<file path="src/rtl/ram_input_loader.sv">
// Stream-to-RAM loader for the ODE solver: decodes the problem description
// stream and issues registered writes on the four solver RAM ports.
module ram_input_loader #(
  parameter int DATA_WIDTH      = 64,
  parameter int ADDRESS_WIDTH_1 = 10,
  parameter int ADDRESS_WIDTH_2 = 12,
  parameter int ADDRESS_WIDTH_3 = 12,
  parameter int ADDRESS_WIDTH_4 = 10,
  parameter int MAX_N           = 50,
  parameter int MAX_T           = 16
) (
  input  logic                       clk,
  input  logic                       rst_n,
  input  logic                       start,
  input  logic [DATA_WIDTH-1:0]      data_in,
  input  logic                       data_valid,
  output logic                       data_ready,
  output logic [ADDRESS_WIDTH_1-1:0] address_1,
  output logic [ADDRESS_WIDTH_2-1:0] address_2,
  output logic [ADDRESS_WIDTH_3-1:0] address_3,
  output logic [ADDRESS_WIDTH_4-1:0] address_4,
  output logic [DATA_WIDTH-1:0]      data_write_1,
  output logic [DATA_WIDTH-1:0]      data_write_2,
  output logic [DATA_WIDTH-1:0]      data_write_3,
  output logic [DATA_WIDTH-1:0]      data_write_4,
  output logic                       WR_signal_1,
  output logic                       WR_signal_2,
  output logic                       WR_signal_3,
  output logic                       WR_signal_4,
  output logic                       busy,
  output logic                       done,
  output logic                       error
);

  typedef enum logic [3:0] {
    S_IDLE, S_HDR_N, S_HDR_M, S_HDR_K, S_HDR_H, S_HDR_ERR,
    S_LD_T, S_LD_A, S_LD_B, S_LD_X0, S_LD_U0, S_DONE, S_ERR
  } state_t;

  state_t      state_q, state_d;
  logic [11:0] cnt_q, cnt_d;
  logic [5:0]  n_q, n_d, m_q, m_d;
  logic [4:0]  k_q, k_d;
  logic [11:0] nn_q, nn_d, nm_q, nm_d;
  logic [11:0] cnt_limit;
  logic        accept, last_elem, hi_nz, bad_n, bad_m, bad_k;
  logic [7:0]  lo;

  logic                       wr1_q, wr1_d, wr2_q, wr2_d, wr3_q, wr3_d, wr4_q, wr4_d;
  logic [ADDRESS_WIDTH_1-1:0] addr1_q, addr1_d;
  logic [ADDRESS_WIDTH_2-1:0] addr2_q, addr2_d;
  logic [ADDRESS_WIDTH_3-1:0] addr3_q, addr3_d;
  logic [ADDRESS_WIDTH_4-1:0] addr4_q, addr4_d;
  logic [DATA_WIDTH-1:0]      data1_q, data1_d, data2_q, data2_d;
  logic [DATA_WIDTH-1:0]      data3_q, data3_d, data4_q, data4_d;

  assign accept = data_valid & data_ready;
  assign hi_nz  = |data_in[DATA_WIDTH-1:8];
  assign lo     = data_in[7:0];
  assign bad_n  = hi_nz || (lo == 8'd0) || (lo > 8'(MAX_N));
  assign bad_m  = bad_n;
  assign bad_k  = hi_nz || (lo == 8'd0) || (lo > 8'(MAX_T));

  // Products track the latched N/M continuously; both settle long before LD_A.
  assign nn_d = {6'd0, n_q} * {6'd0, n_q};
  assign nm_d = {6'd0, n_q} * {6'd0, m_q};

  always_comb begin
    cnt_limit = 12'd1;
    case (state_q)
      S_LD_T:  cnt_limit = {7'd0, k_q};
      S_LD_A:  cnt_limit = nn_q;
      S_LD_B:  cnt_limit = nm_q;
      S_LD_X0: cnt_limit = {6'd0, n_q};
      S_LD_U0: cnt_limit = {6'd0, m_q};
      default: cnt_limit = 12'd1;
    endcase
  end
  assign last_elem = (cnt_q == cnt_limit - 12'd1);

  always_ff @(posedge clk or negedge rst_n) begin
    if (!rst_n) begin
      state_q <= S_IDLE;
      cnt_q   <= '0;
      n_q     <= '0;
      m_q     <= '0;
      k_q     <= '0;
      nn_q    <= '0;
      nm_q    <= '0;
      wr1_q   <= 1'b0;
      wr2_q   <= 1'b0;
      wr3_q   <= 1'b0;
      wr4_q   <= 1'b0;
      addr1_q <= '0;
      addr2_q <= '0;
      addr3_q <= '0;
      addr4_q <= '0;
      data1_q <= '0;
      data2_q <= '0;
      data3_q <= '0;
      data4_q <= '0;
    end else begin
      state_q <= state_d;
      cnt_q   <= cnt_d;
      n_q     <= n_d;
      m_q     <= m_d;
      k_q     <= k_d;
      nn_q    <= nn_d;
      nm_q    <= nm_d;
      wr1_q   <= wr1_d;
      wr2_q   <= wr2_d;
      wr3_q   <= wr3_d;
      wr4_q   <= wr4_d;
      addr1_q <= addr1_d;
      addr2_q <= addr2_d;
      addr3_q <= addr3_d;
      addr4_q <= addr4_d;
      data1_q <= data1_d;
      data2_q <= data2_d;
      data3_q <= data3_d;
      data4_q <= data4_d;
    end
  end

  always_comb begin
    state_d = state_q;
    cnt_d   = cnt_q;
    n_d     = n_q;
    m_d     = m_q;
    k_d     = k_q;
    case (state_q)
      S_IDLE:    if (start) state_d = S_HDR_N;
      S_HDR_N:   if (accept) begin
                   state_d = bad_n ? S_ERR : S_HDR_M;
                   if (!bad_n) n_d = data_in[5:0];
                 end
      S_HDR_M:   if (accept) begin
                   state_d = bad_m ? S_ERR : S_HDR_K;
                   if (!bad_m) m_d = data_in[5:0];
                 end
      S_HDR_K:   if (accept) begin
                   state_d = bad_k ? S_ERR : S_HDR_H;
                   if (!bad_k) k_d = data_in[4:0];
                 end
      S_HDR_H:   if (accept) state_d = S_HDR_ERR;
      S_HDR_ERR: if (accept) begin
                   state_d = S_LD_T;
                   cnt_d   = '0;
                 end
      S_LD_T, S_LD_A, S_LD_B, S_LD_X0, S_LD_U0:
                 if (accept) begin
                   if (last_elem) begin
                     cnt_d = '0;
                     case (state_q)
                       S_LD_T:  state_d = S_LD_A;
                       S_LD_A:  state_d = S_LD_B;
                       S_LD_B:  state_d = S_LD_X0;
                       S_LD_X0: state_d = S_LD_U0;
                       default: state_d = S_DONE;
                     endcase
                   end else begin
                     cnt_d = cnt_q + 12'd1;
                   end
                 end
      S_DONE:    state_d = S_IDLE;
      S_ERR:     if (start) state_d = S_HDR_N;
      default:   state_d = S_IDLE;
    endcase
  end

  // Write datapath: address/data hold their last value whenever no write is issued.
  always_comb begin
    wr1_d   = 1'b0;
    wr2_d   = 1'b0;
    wr3_d   = 1'b0;
    wr4_d   = 1'b0;
    addr1_d = addr1_q;
    addr2_d = addr2_q;
    addr3_d = addr3_q;
    addr4_d = addr4_q;
    data1_d = data1_q;
    data2_d = data2_q;
    data3_d = data3_q;
    data4_d = data4_q;
    if (accept) begin
      case (state_q)
        S_HDR_N:   if (!bad_n) begin
                     wr1_d = 1'b1; addr1_d = '0; data1_d = data_in;
                     wr4_d = 1'b1; addr4_d = '0; data4_d = data_in;
                   end
        S_HDR_M:   if (!bad_m) begin
                     wr1_d = 1'b1; addr1_d = ADDRESS_WIDTH_1'(1); data1_d = data_in;
                   end
        S_HDR_H:   begin wr4_d = 1'b1; addr4_d = ADDRESS_WIDTH_4'(17); data4_d = data_in; end
        S_HDR_ERR: begin wr4_d = 1'b1; addr4_d = ADDRESS_WIDTH_4'(18); data4_d = data_in; end
        S_LD_T:    begin
                     wr1_d = 1'b1; addr1_d = ADDRESS_WIDTH_1'(cnt_q + 12'd2); data1_d = data_in;
                     wr4_d = 1'b1; addr4_d = ADDRESS_WIDTH_4'(cnt_q + 12'd1); data4_d = data_in;
                   end
        S_LD_A:    begin wr2_d = 1'b1; addr2_d = ADDRESS_WIDTH_2'(cnt_q); data2_d = data_in; end
        S_LD_B:    begin wr3_d = 1'b1; addr3_d = ADDRESS_WIDTH_3'(cnt_q); data3_d = data_in; end
        S_LD_X0:   begin wr4_d = 1'b1; addr4_d = ADDRESS_WIDTH_4'(cnt_q + 12'd19); data4_d = data_in; end
        S_LD_U0:   begin wr1_d = 1'b1; addr1_d = ADDRESS_WIDTH_1'(cnt_q + 12'd18); data1_d = data_in; end
        default:   ;
      endcase
    end
  end

  always_comb begin
    data_ready = 1'b0;
    busy       = 1'b0;
    done       = 1'b0;
    error      = 1'b0;
    case (state_q)
      S_HDR_N, S_HDR_M, S_HDR_K, S_HDR_H, S_HDR_ERR,
      S_LD_T, S_LD_A, S_LD_B, S_LD_X0, S_LD_U0: begin
        data_ready = 1'b1;
        busy       = 1'b1;
      end
      S_DONE:  done  = 1'b1;
      S_ERR:   error = 1'b1;
      default: ;
    endcase
  end

  assign WR_signal_1  = wr1_q;
  assign WR_signal_2  = wr2_q;
  assign WR_signal_3  = wr3_q;
  assign WR_signal_4  = wr4_q;
  assign address_1    = addr1_q;
  assign address_2    = addr2_q;
  assign address_3    = addr3_q;
  assign address_4    = addr4_q;
  assign data_write_1 = data1_q;
  assign data_write_2 = data2_q;
  assign data_write_3 = data3_q;
  assign data_write_4 = data4_q;

endmodule

</file>
<file path="config.mk">
export PLATFORM = sky130hd
export DESIGN_NAME = ram_input_loader
export DESIGN_NICKNAME = d
export VERILOG_FILES = /design/src/rtl/ram_input_loader.sv
export SDC_FILE = /design/constraint.sdc
export NUM_CORES = 1
export LEC_CHECK = 0
export CORE_MARGIN = 3
export CORE_UTILIZATION = 45
export CTS_BUF_LIST = sky130_fd_sc_hd__clkbuf_8
export CTS_CLUSTER_DIAMETER = 100
export DETAILED_ROUTE_END_ITERATION = 8
export PLACE_DENSITY = 0.82
export SYNTH_ARGS = -nofsm -noshare
export SYNTH_HDL_FRONTEND = slang
export SYNTH_SLANG_ARGS = --single-unit
export TNS_END_PERCENT = 100
</file>
<file path="constraint.sdc">
create_clock -name clk -period 3.67 [get_ports clk]
set_input_delay 0.9175 -clock clk [delete_from_list [all_inputs] [get_ports clk]]
set_output_delay 0.9175 -clock clk [all_outputs]
set_load 0.005 [all_outputs]
</file>
# Word level (Yosys, flattened, before mapping)
# Cells that the tools add are included.
[word_totals]
reg_bits = 361
in_bits = 68
elab_cells = 120
[classes]
n_addsub = 5
mul = 2
n_lt_le_gt_ge = 2
n_eq_ne = 24
n_mux = 37
bitwise_logic = 3
n_reduce_logical = 28
[op_table]
columns = ["operator", "count"]
rows = [
  ["case mux 64 bit (2 select lines)", 2],
  ["two-way mux 64 bit", 1],
  ["case mux 12 bit (5 select lines)", 1],
  ["OR reduction 56 bit", 1],
  ["case mux 10 bit (5 select lines)", 1],
  ["two-way mux 4 bit", 11],
  ["case mux 10 bit (4 select lines)", 1],
  ["two-way mux 12 bit", 3],
  ["case mux 4 bit (7 select lines)", 1],
  ["multiplier 6 x 6 -> 12 bit", 2],
  ["case mux 12 bit (2 select lines)", 1],
  ["AND reduction 3 bit", 7],
  ["adder 10 x 5 -> 10 bit (second input constant)", 2],
  ["equality test 4 bit (second input constant)", 5],
  ["two-way mux 10 bit", 2],
  ["!= test 2 bit (second input constant)", 10],
  ["equality test 4 x 3 -> 1 bit (second input constant)", 4],
  ["case mux 4 bit (4 select lines)", 1],
  ["adder 12 x 1 -> 12 bit (second input constant)", 1],
  ["equality test 12 bit", 1],
  ["subtractor 12 x 1 -> 12 bit (second input constant)", 1],
  ["adder 10 x 2 -> 10 bit (second input constant)", 1],
  ["two-way mux 1 bit", 10],
  ["OR reduction 10 bit", 1],
  ["20 further kinds", 30],
]

# Depth between registers and ports, before layout
# Gate-level depths: netlist of run 1.
[logic_depth]
ltp_word = 7
depth_mapped = 17

# Least setup slack after synthesis of run 1
# OpenSTA, ideal clock, no wires.
[synth_path]
path_type = "register to register"
from = "reg n_q[3]"
to = "reg nm_q[11]"
setup_time_ns = 0.080
t_arrival_ns = 3.660
required_ns = 3.590
setup_slack_ns = -0.070
stages_incl_launch_ff = 15
path_buffers = 1
synth_period_minus_slack_ns = 3.740
path_cell_list = "dfrtp_1 > clkbuf_1 > nand2_1 > fa_1 > fa_1 > fa_1 > inv_1 > ha_1 > a21o_1 > a21oi_1 > o21bai_1 > a21oi_1 > o21bai_1 > a21oi_1 > xnor2_1"
[synth_via]
elab_chain_cells = 1
[synth_rtl]
columns = ["item", "line", "rtl"]
rows = [
  ["start, declared", "42", "logic [5:0] n_q, n_d, m_q, m_d;"],
  ["start signal, assigned", "105", "n_q <= n_d;"],
  ["multiplier 6 x 6 -> 12 bit", "66", "assign nm_d = {6'd0, n_q} * {6'd0, m_q};"],
  ["net nm_d[11]", "44", "logic [11:0] nn_q, nn_d, nm_q, nm_d;"],
  ["end signal, assigned", "109", "nm_q <= nm_d;"],
  ["end, declared", "44", ""],
]
# The timed path passes the listed nets, and every way through them passes these cells.
# A chain may end at the register's enable or synchronous reset.

# Worst setup path after layout of run 1
[layout_path]
from = "in data_in[62]"
to = "reg data1_q[49] (netlist: data_write_1[49])"
[layout_via]
elab_chain_cells = 5
[layout_rtl]
columns = ["item", "line", "rtl"]
rows = [
  ["start, declared", "15", "input logic [DATA_WIDTH-1:0] data_in,"],
  ["OR reduction 56 bit", "58", "assign hi_nz = |data_in[DATA_WIDTH-1:8];"],
  ["logical OR 1 bit (2 in a row)", "60", "assign bad_n = hi_nz || (lo == 8'd0) || (lo > 8'(MAX_N));"],
  ["!= test 2 bit (no source line)", "-", ""],
  ["AND reduction 3 bit (no source line)", "-", ""],
  ["end signal, assigned", "118", "data1_q <= data1_d;"],
  ["end, declared", "54", "logic [DATA_WIDTH-1:0] data1_q, data1_d, data2_q, data2_d;"],
]
# Every way passes these cells.

==> flow_metrics.env, run 1 <==
export IMPL_outcome="completed"
export IMPL_diodes=0
export IMPL_syn_area_um2=16700
export IMPL_async_reset_ff_share_pct=100
export IMPL_dp_cells=2508
export IMPL_final_antenna_net_count=0
export IMPL_grt_util_all_layers_pct=26.7
export IMPL_core_um2=36100
export IMPL_slew_violations=0
export IMPL_crit_slowest_cell="clkdlybuf4s50_1"
export IMPL_finalSetupTns_ps=0
export IMPL_synth_top_flop_cell="dfrtp_1"
export IMPL_final_common_cell="nand2_1"
export IMPL_startpoint_type="input port"
export IMPL_ys_ff_latch=360
export IMPL_start_util_pct=46.3
export IMPL_drive_gt1_share_pct=21.2
export IMPL_wl_mm=56.1
export IMPL_cts_sinks=360
export IMPL_die_area_um2=39500
export IMPL_cp_startpoint="data_in[62]"
export IMPL_cts_hold_buf=0
export IMPL_grt_max_degree=88
export IMPL_yosysUniqueCellTypes=73
export IMPL_cts_root_buf="clkbuf_8"
export IMPL_routed_via_count=14399
export IMPL_yosysWarnings=0
export IMPL_fmax_mhz=276
export IMPL_stdcell_count=2612
export IMPL_area_growth_pct=41.1
export IMPL_finalCritPeriodShare_pct=98.9
export IMPL_first_pass_iters=6
export IMPL_crit_fanout=7
export IMPL_die_y_um=199
export IMPL_drc=0
export IMPL_cp_end_kind="flop"
export IMPL_critPathArrivalTime_ps=4100
export IMPL_hpwlAfterDp_mm=39.6
export IMPL_drt_vias_per_instance=5.51
export IMPL_fillers=2630
export IMPL_synth_area_leader_cell="dfrtp_1"
export IMPL_rr_worst_depth=12
export IMPL_place_gp_congestion=0.959
export IMPL_grt_ovfl_total=0
export IMPL_worst_path_largest_cell_delay_ps=440
export IMPL_h_tree_depth=2
export IMPL_netlist_instances=1615
export IMPL_total_leakage_power_nw=11.1
export IMPL_worst_skew_pair_late_latency_ps=600
export IMPL_final_cell_mix="nand2_1, clkdlybuf4s50_1, dfrtp_1"
export IMPL_power_density_nw_per_um2=763
export IMPL_crit_reg2reg_launch="m_q[1]"
export IMPL_hold_violations=0
export IMPL_ys_top_cells_by_area="dfrtp_1, nand2_1, mux2_2"
export IMPL_die_w_um=199
export IMPL_cp_common_cell="buf_4"
export IMPL_seq_area_frac_synth_pct=53.9
export IMPL_synth_avg_cell_area_um2=10.4
export IMPL_r2r_slack_ps=70
export IMPL_fin_crit_ps=3630
export IMPL_final_nets=2247
export IMPL_worst_setup_path_type="in -> reg"
export IMPL_cts_buffers=55
export IMPL_rows=69
export IMPL_crit_chain="clkdlybuf4s50_1 -> nor4_2 -> buf_4 -> nand4_1 -> nor4_4 -> buf_4 -> o311ai_1 -> or3b_4 -> a21oi_4 -> o21ai_4 -> clkbuf_16 -> mux2_2"
export IMPL_setup_viol=0
export IMPL_final_util_pct=65.4
export IMPL_drt_iter0_drc=1043
export IMPL_cap_violations=0
export IMPL_rsz0062_at_grt="yes"
export IMPL_port_buffers=375
export IMPL_max_slew_margin_rel_pct=52.0
export IMPL_grt_pass1_wl_mm=82.8
export IMPL_worstMarginPinSlew_ps=718
export IMPL_antenna_found_initial=0
export IMPL_cts_tree="yes"
export IMPL_cts_path_max_buffers=3
export IMPL_grt_pass1_vias=14610
export IMPL_r2r_end="state_q[3]"
export IMPL_design_portCount=376
export IMPL_placed_area_um2=22100
export IMPL_clk_pin_slew_ps=60
export IMPL_synth_top_cell_area_share_pct=53.9
export IMPL_final_area_um2=23600
export IMPL_clock_skew_final_ps=25.2
export IMPL_synth_edf_count=0
export IMPL_peakVddDrop_mv=0.555
export IMPL_worstHoldPathType="in -> async"
export IMPL_whs_ps=324
export IMPL_wire_per_inst_um=21.5
export IMPL_syn_nets=1746
export IMPL_crit_required_ps=4140
-- cells by family (layout without fill, tap and decap cells) --
| family | Yosys count | after routing | share of synthesized area [%] |
|---|---|---|---|
| compound gates | 171 | 172 | 6.55 |
| xor+xnor | 39 | 39 | 2.04 |
| fa+ha+maj | 66 | 66 | 6.01 |
| buf+inv | 155 | 690 | 3.75 |
| flops | 360 | 360 | 53.9 |
| mux | 156 | 156 | 10.5 |
| simple gates | 668 | 668 | 17.3 |
-- metrics by stage --
stage	setup WS (ps)	power, mW
floorplan	-0.275	9.43
global placement	-914	14.1
detailed placement	-950	14.4
CTS	1.48	17.8
global route	-82.3	18.9
finish	41.3	18.0
-- state kept, by name, indices dropped and copies added, names as in the netlist --
| register | flops |
|---|---|
| data_write_1 | 64 |
| data_write_2 | 64 |
| data_write_3 | 64 |
| data_write_4 | 64 |
| address_2 | 12 |
| address_3 | 12 |
| cnt_q | 12 |
| nm_q | 12 |
| nn_q | 11 |
| address_1 | 10 |
| address_4 | 10 |
| m_q | 6 |
| n_q | 6 |
| k_q | 5 |
| state_q | 4 |
| WR_signal_1 | 1 |
| WR_signal_2 | 1 |
| WR_signal_3 | 1 |
| WR_signal_4 | 1 |
-- cell type report --
| class | count | area (µm²) | share of cell area (%) |
|---|---|---|---|
| clock inverter | 21 | 114 | 0.482 |
| clock buffer | 71 | 977 | 4.14 |
| multi-input combinational | 1101 | 7370 | 31.2 |
| tap | 461 | 577 | 2.44 |
| timing repair buffer | 540 | 5320 | 22.6 |
| inverter | 58 | 218 | 0.922 |
| sequential | 360 | 9020 | 38.2 |
-- per-layer routing --
metal	global-route usage, %	vias up	part of all wire [%]
met1	33.9	7170	38
met3	6.00	163	8.2
li1	-	6371	-
met2	44.2	695	49
met5	0	-	0
met4	11.4	0	5.2
-- cells in the mapped netlist (all sizes together) (3+ instances only) --
master and count:
nand2 490, nor3b 3, o211ai 3, clkbuf 68, a31oi 9, nand2b 3, mux2i 5, nand4 7
nand3b 5, or3b 3, nor2b 6, a31o 3, a211o 3, o21bai 8, and3 6, a211oi 4
a22oi 9, mux2 151, o21ai 60, nand3 35, a2bb2oi 3, ha 38, nor3 12, inv 57
fa 25, maj3 3, and2 33, a21oi 29, dfrtp 360, nor4 18, o31ai 11, xor2 5
xnor2 34, a21o 3, nor2 30, or3 5, a221oi 3, buf 29, o22ai 7
-- power by group --
group | internal (mW) | total [mW] | switching (mW) | leakage (nW)
Clock | 1.78 | 3.34 | 1.56 | 0.620
Sequential | 5.57 | 6.62 | 1.06 | 4.57
Combinational | 4.61 | 8.05 | 3.44 | 5.94
Total | 12.0 | 18.0 | 6.05 | 11.1
-- worst max path at each step --
stage,to,cells past startpoint
after detailed placement,data_write_1[1],12
after global routing,data_write_1[49],12
after global placement,data_write_1[23],12
final,data_write_1[49],12
after CTS,nm_q[11],15
after floorplan,nm_q[11],16
-- critical path: cells and delay by family --
kind	cells	cell delay [ps]
mux	1	300
compound gates	3	490
simple gates	4	1340
buf+inv	4	1040
-- repair_timing --
action	4_1_cts	5_1_grt
setup buffers	1	5
endpoints found under the hold margin	0	0
pin swaps	3	27
gates resized for setup	18	46
endpoints found under the setup margin	139	90
gates cloned	0	6
Note: power is estimated with default switching activity, not from simulation.
==> inputs of run 2 (changes only) <==
- ABC_AREA: default -> 1
- CAP_MARGIN: default -> 20
- PLACE_DENSITY: 0.82 -> 0.83
==> run 2 against run 1 <==
Net effect:
- cell count rose by 4.2%
- core utilization is 3.0 points lower
- worst setup slack improved by 43 ps
- synthesized area decreased by 2.5%
- sequential cell count unchanged
==> flow_metrics.env, run 2 <==
export IMPL_rr_worst_depth=17
export IMPL_critPathArrivalTime_ps=4150
export IMPL_max_slew_margin_rel_pct=44.0
export IMPL_worstHoldPathType="in -> async"
export IMPL_yosysWarnings=0
export IMPL_worst_setup_path_type="reg -> reg"
export IMPL_finalCritPeriodShare_pct=97.7
export IMPL_antenna_found_initial=1
export IMPL_rsz0062_at_grt="yes"
export IMPL_crit_slowest_cell="fa_1"
export IMPL_final_cell_mix="nand2_1, clkdlybuf4s50_1, dfrtp_1"
export IMPL_grt_pass1_vias=14295
export IMPL_wl_mm=55.3
export IMPL_grt_util_all_layers_pct=28.0
export IMPL_cts_path_max_buffers=3
export IMPL_worstMarginPinSlew_ps=840
export IMPL_setup_viol=0
export IMPL_synth_top_cell_area_share_pct=55.2
export IMPL_rows=69
export IMPL_ys_ff_latch=360
export IMPL_h_tree_depth=2
export IMPL_drt_iter0_drc=1263
export IMPL_syn_area_um2=16300
export IMPL_start_util_pct=45.7
export IMPL_design_portCount=376
export IMPL_grt_ovfl_total=0
export IMPL_die_area_um2=38600
export IMPL_final_area_um2=22300
export IMPL_first_pass_iters=5
export IMPL_crit_buf_inv=3
export IMPL_crit_cells=17
export IMPL_routed_via_count=14615
export IMPL_hpwlAfterDp_mm=41.2
export IMPL_r2r_slack_ps=80
export IMPL_wire_per_inst_um=20.3
export IMPL_synth_top_flop_cell="dfrtp_1"
export IMPL_ys_top_cells_by_area="dfrtp_1, nand2_1, o21ai_0"
export IMPL_synth_edf_count=0
export IMPL_crit_chain="buf_4 -> buf_4 -> nand2_1 -> inv_1 -> fa_1 -> xnor2_1 -> xor2_1 -> fa_1 -> ha_4 -> a21oi_2 -> nand2_2 -> a21oi_2 -> nor2_1 -> nor2_1 -> o21ai_1 -> a21oi_1 -> xor2_1"
export IMPL_fillers=2801
export IMPL_placed_area_um2=20900
export IMPL_dp_cells=2610
export IMPL_async_reset_ff_share_pct=100
export IMPL_hold_violations=0
export IMPL_cts_buffers=59
export IMPL_cts_root_buf="clkbuf_8"
export IMPL_synth_area_leader_cell="dfrtp_1"
export IMPL_place_gp_congestion=0.963
export IMPL_netlist_instances=1801
export IMPL_peakVddDrop_mv=0.292
export IMPL_core_um2=35700
export IMPL_final_nets=2345
export IMPL_final_antenna_net_count=0
export IMPL_total_leakage_power_nw=10.8
export IMPL_cp_end_kind="flop"
export IMPL_cts_hold_buf=0
export IMPL_cap_violations=0
export IMPL_critPathTopFamily="adder cells"
export IMPL_synthTopCellsByCount="nand2_1, dfrtp_1, o21ai_0"
export IMPL_yosys_cell_count_top_type="nand2_1"
export IMPL_die_w_um=196
export IMPL_clock_skew_final_ps=36.3
export IMPL_dpl_worst_slack_ps=-43.8
export IMPL_crit_fanout=7
export IMPL_fmax_mhz=279
export IMPL_seq_area_frac_synth_pct=55.2
export IMPL_crit_end="nn_q[11]"
export IMPL_clk_pin_slew_ps=70
export IMPL_setup_ws_ps=84.7
export IMPL_worst_skew_pair_late_latency_ps=660
export IMPL_r2r_end="nn_q[11]"
export IMPL_yosysUniqueCellTypes=45
export IMPL_crit_reg2reg_launch="n_q[2]"
export IMPL_fin_crit_ps=3590
export IMPL_cts_sinks=360
export IMPL_area_growth_pct=36.5
export IMPL_cts_tree="yes"
export IMPL_slew_violations=0
export IMPL_synth_avg_cell_area_um2=9.06
export IMPL_startpoint_type="flop"
export IMPL_drc=0
export IMPL_crit_required_ps=4230
export IMPL_port_buffers=375
export IMPL_power_density_nw_per_um2=767
export IMPL_worst_path_largest_cell_delay_ps=520
export IMPL_syn_nets=1932
export IMPL_final_common_cell="nand2_1"
export IMPL_cp_startpoint="n_q[2]"
export IMPL_grt_max_degree=98
export IMPL_outcome="completed"
export IMPL_die_y_um=196
export IMPL_drt_vias_per_instance=5.37
export IMPL_drive_gt1_share_pct=10.2
export IMPL_grt_pass1_wl_mm=83.9
export IMPL_stdcell_count=2722
## run 2: cell count changes after synthesis, moves of 16 or more
| cell | previous run | this run |
|---|---|---|
| o21ai_0 | 57 | 236 |
| mux2_2 | 148 | 4 |
| inv_1 | 57 | 183 |
| nor2_1 | 30 | 131 |
| a21oi_1 | 28 | 89 |
| nand2_1 | 490 | 439 |
| buf_2 | 6 | 44 |
| clkbuf_1 | 68 | 35 |
| and2_1 | 32 | 0 |
| xnor2_1 | 34 | 3 |
| xor2_1 | 5 | 29 |
| buf_1 | 17 | 0 |
| o21ai_1 | 3 | 19 |
## run 2: cell families after synthesis
family	Yosys count	synth area share [%]
simple gates	678	17.0
mux	4	0.276
fa+ha+maj	63	5.98
compound gates	383	12.7
xor+xnor	33	1.86
flops	360	55.2
buf+inv	280	6.97
## run 2: worst min path at each step
stage	start	endpoint	slack [ps]	cells after the start
3_5_place_dp	data_write_1[37]	data_write_1[37]	470	2
3_3_place_gp	data_write_1[15]	data_write_1[15]	470	2
6_report	rst_n	data_write_3[3]	260	1
2_1_floorplan	n_q[0]	nn_q[0]	430	0
5_1_grt	rst_n	data_write_3[3]	310	1
4_1_cts	rst_n	data_write_3[3]	300	1
## run 2: final cells by class
cell class              count  area [µm²]  share of cell area (%)
diodes                      2        5.00                  0.0225
clock inverters            36         282                    1.26
repair buffers            436        4410                    19.8
well taps                 461         577                    2.59
inverters                 196         743                    3.34
flip-flops and latches    360        9010                    40.5
clock buffers              70         963                    4.33
multi-input cells        1161        6270                    28.2
## run 2: through the flow
stage	power, mW	setup TNS (ps)	utilization [%]	hold slack [ps]
5_1_grt	18.0	-196	62.4	309
2_1_floorplan	8.94	0	-	431
3_3_place_gp	13.1	0	58.6	465
3_5_place_dp	13.4	-43.8	58.6	473
4_1_cts	17.1	0	62.2	300
6_report	17.1	0	62.4	256
## run 2: what timing repair did
| item | in CTS | in global routing |
|---|---|---|
| setup buffers | 1 | 3 |
| resized for setup | 3 | 20 |
| hold endpoints to repair | 0 | 0 |
| setup endpoints to repair | 2 | 6 |
| pin swaps | 4 | 19 |
## run 2: layer usage
layer,wire [µm],track usage (%),vias up
met3,4440,5.44,169
met2,26800,47.1,704
li1,-,-,6613
met5,0,0,-
met1,20500,34.0,7129
met4,3620,15.9,0
## run 2: power by group
group          internal (mW)  switching, mW
Sequential              5.44          0.969
Clock                   2.02           1.65
Combinational           3.59           3.40
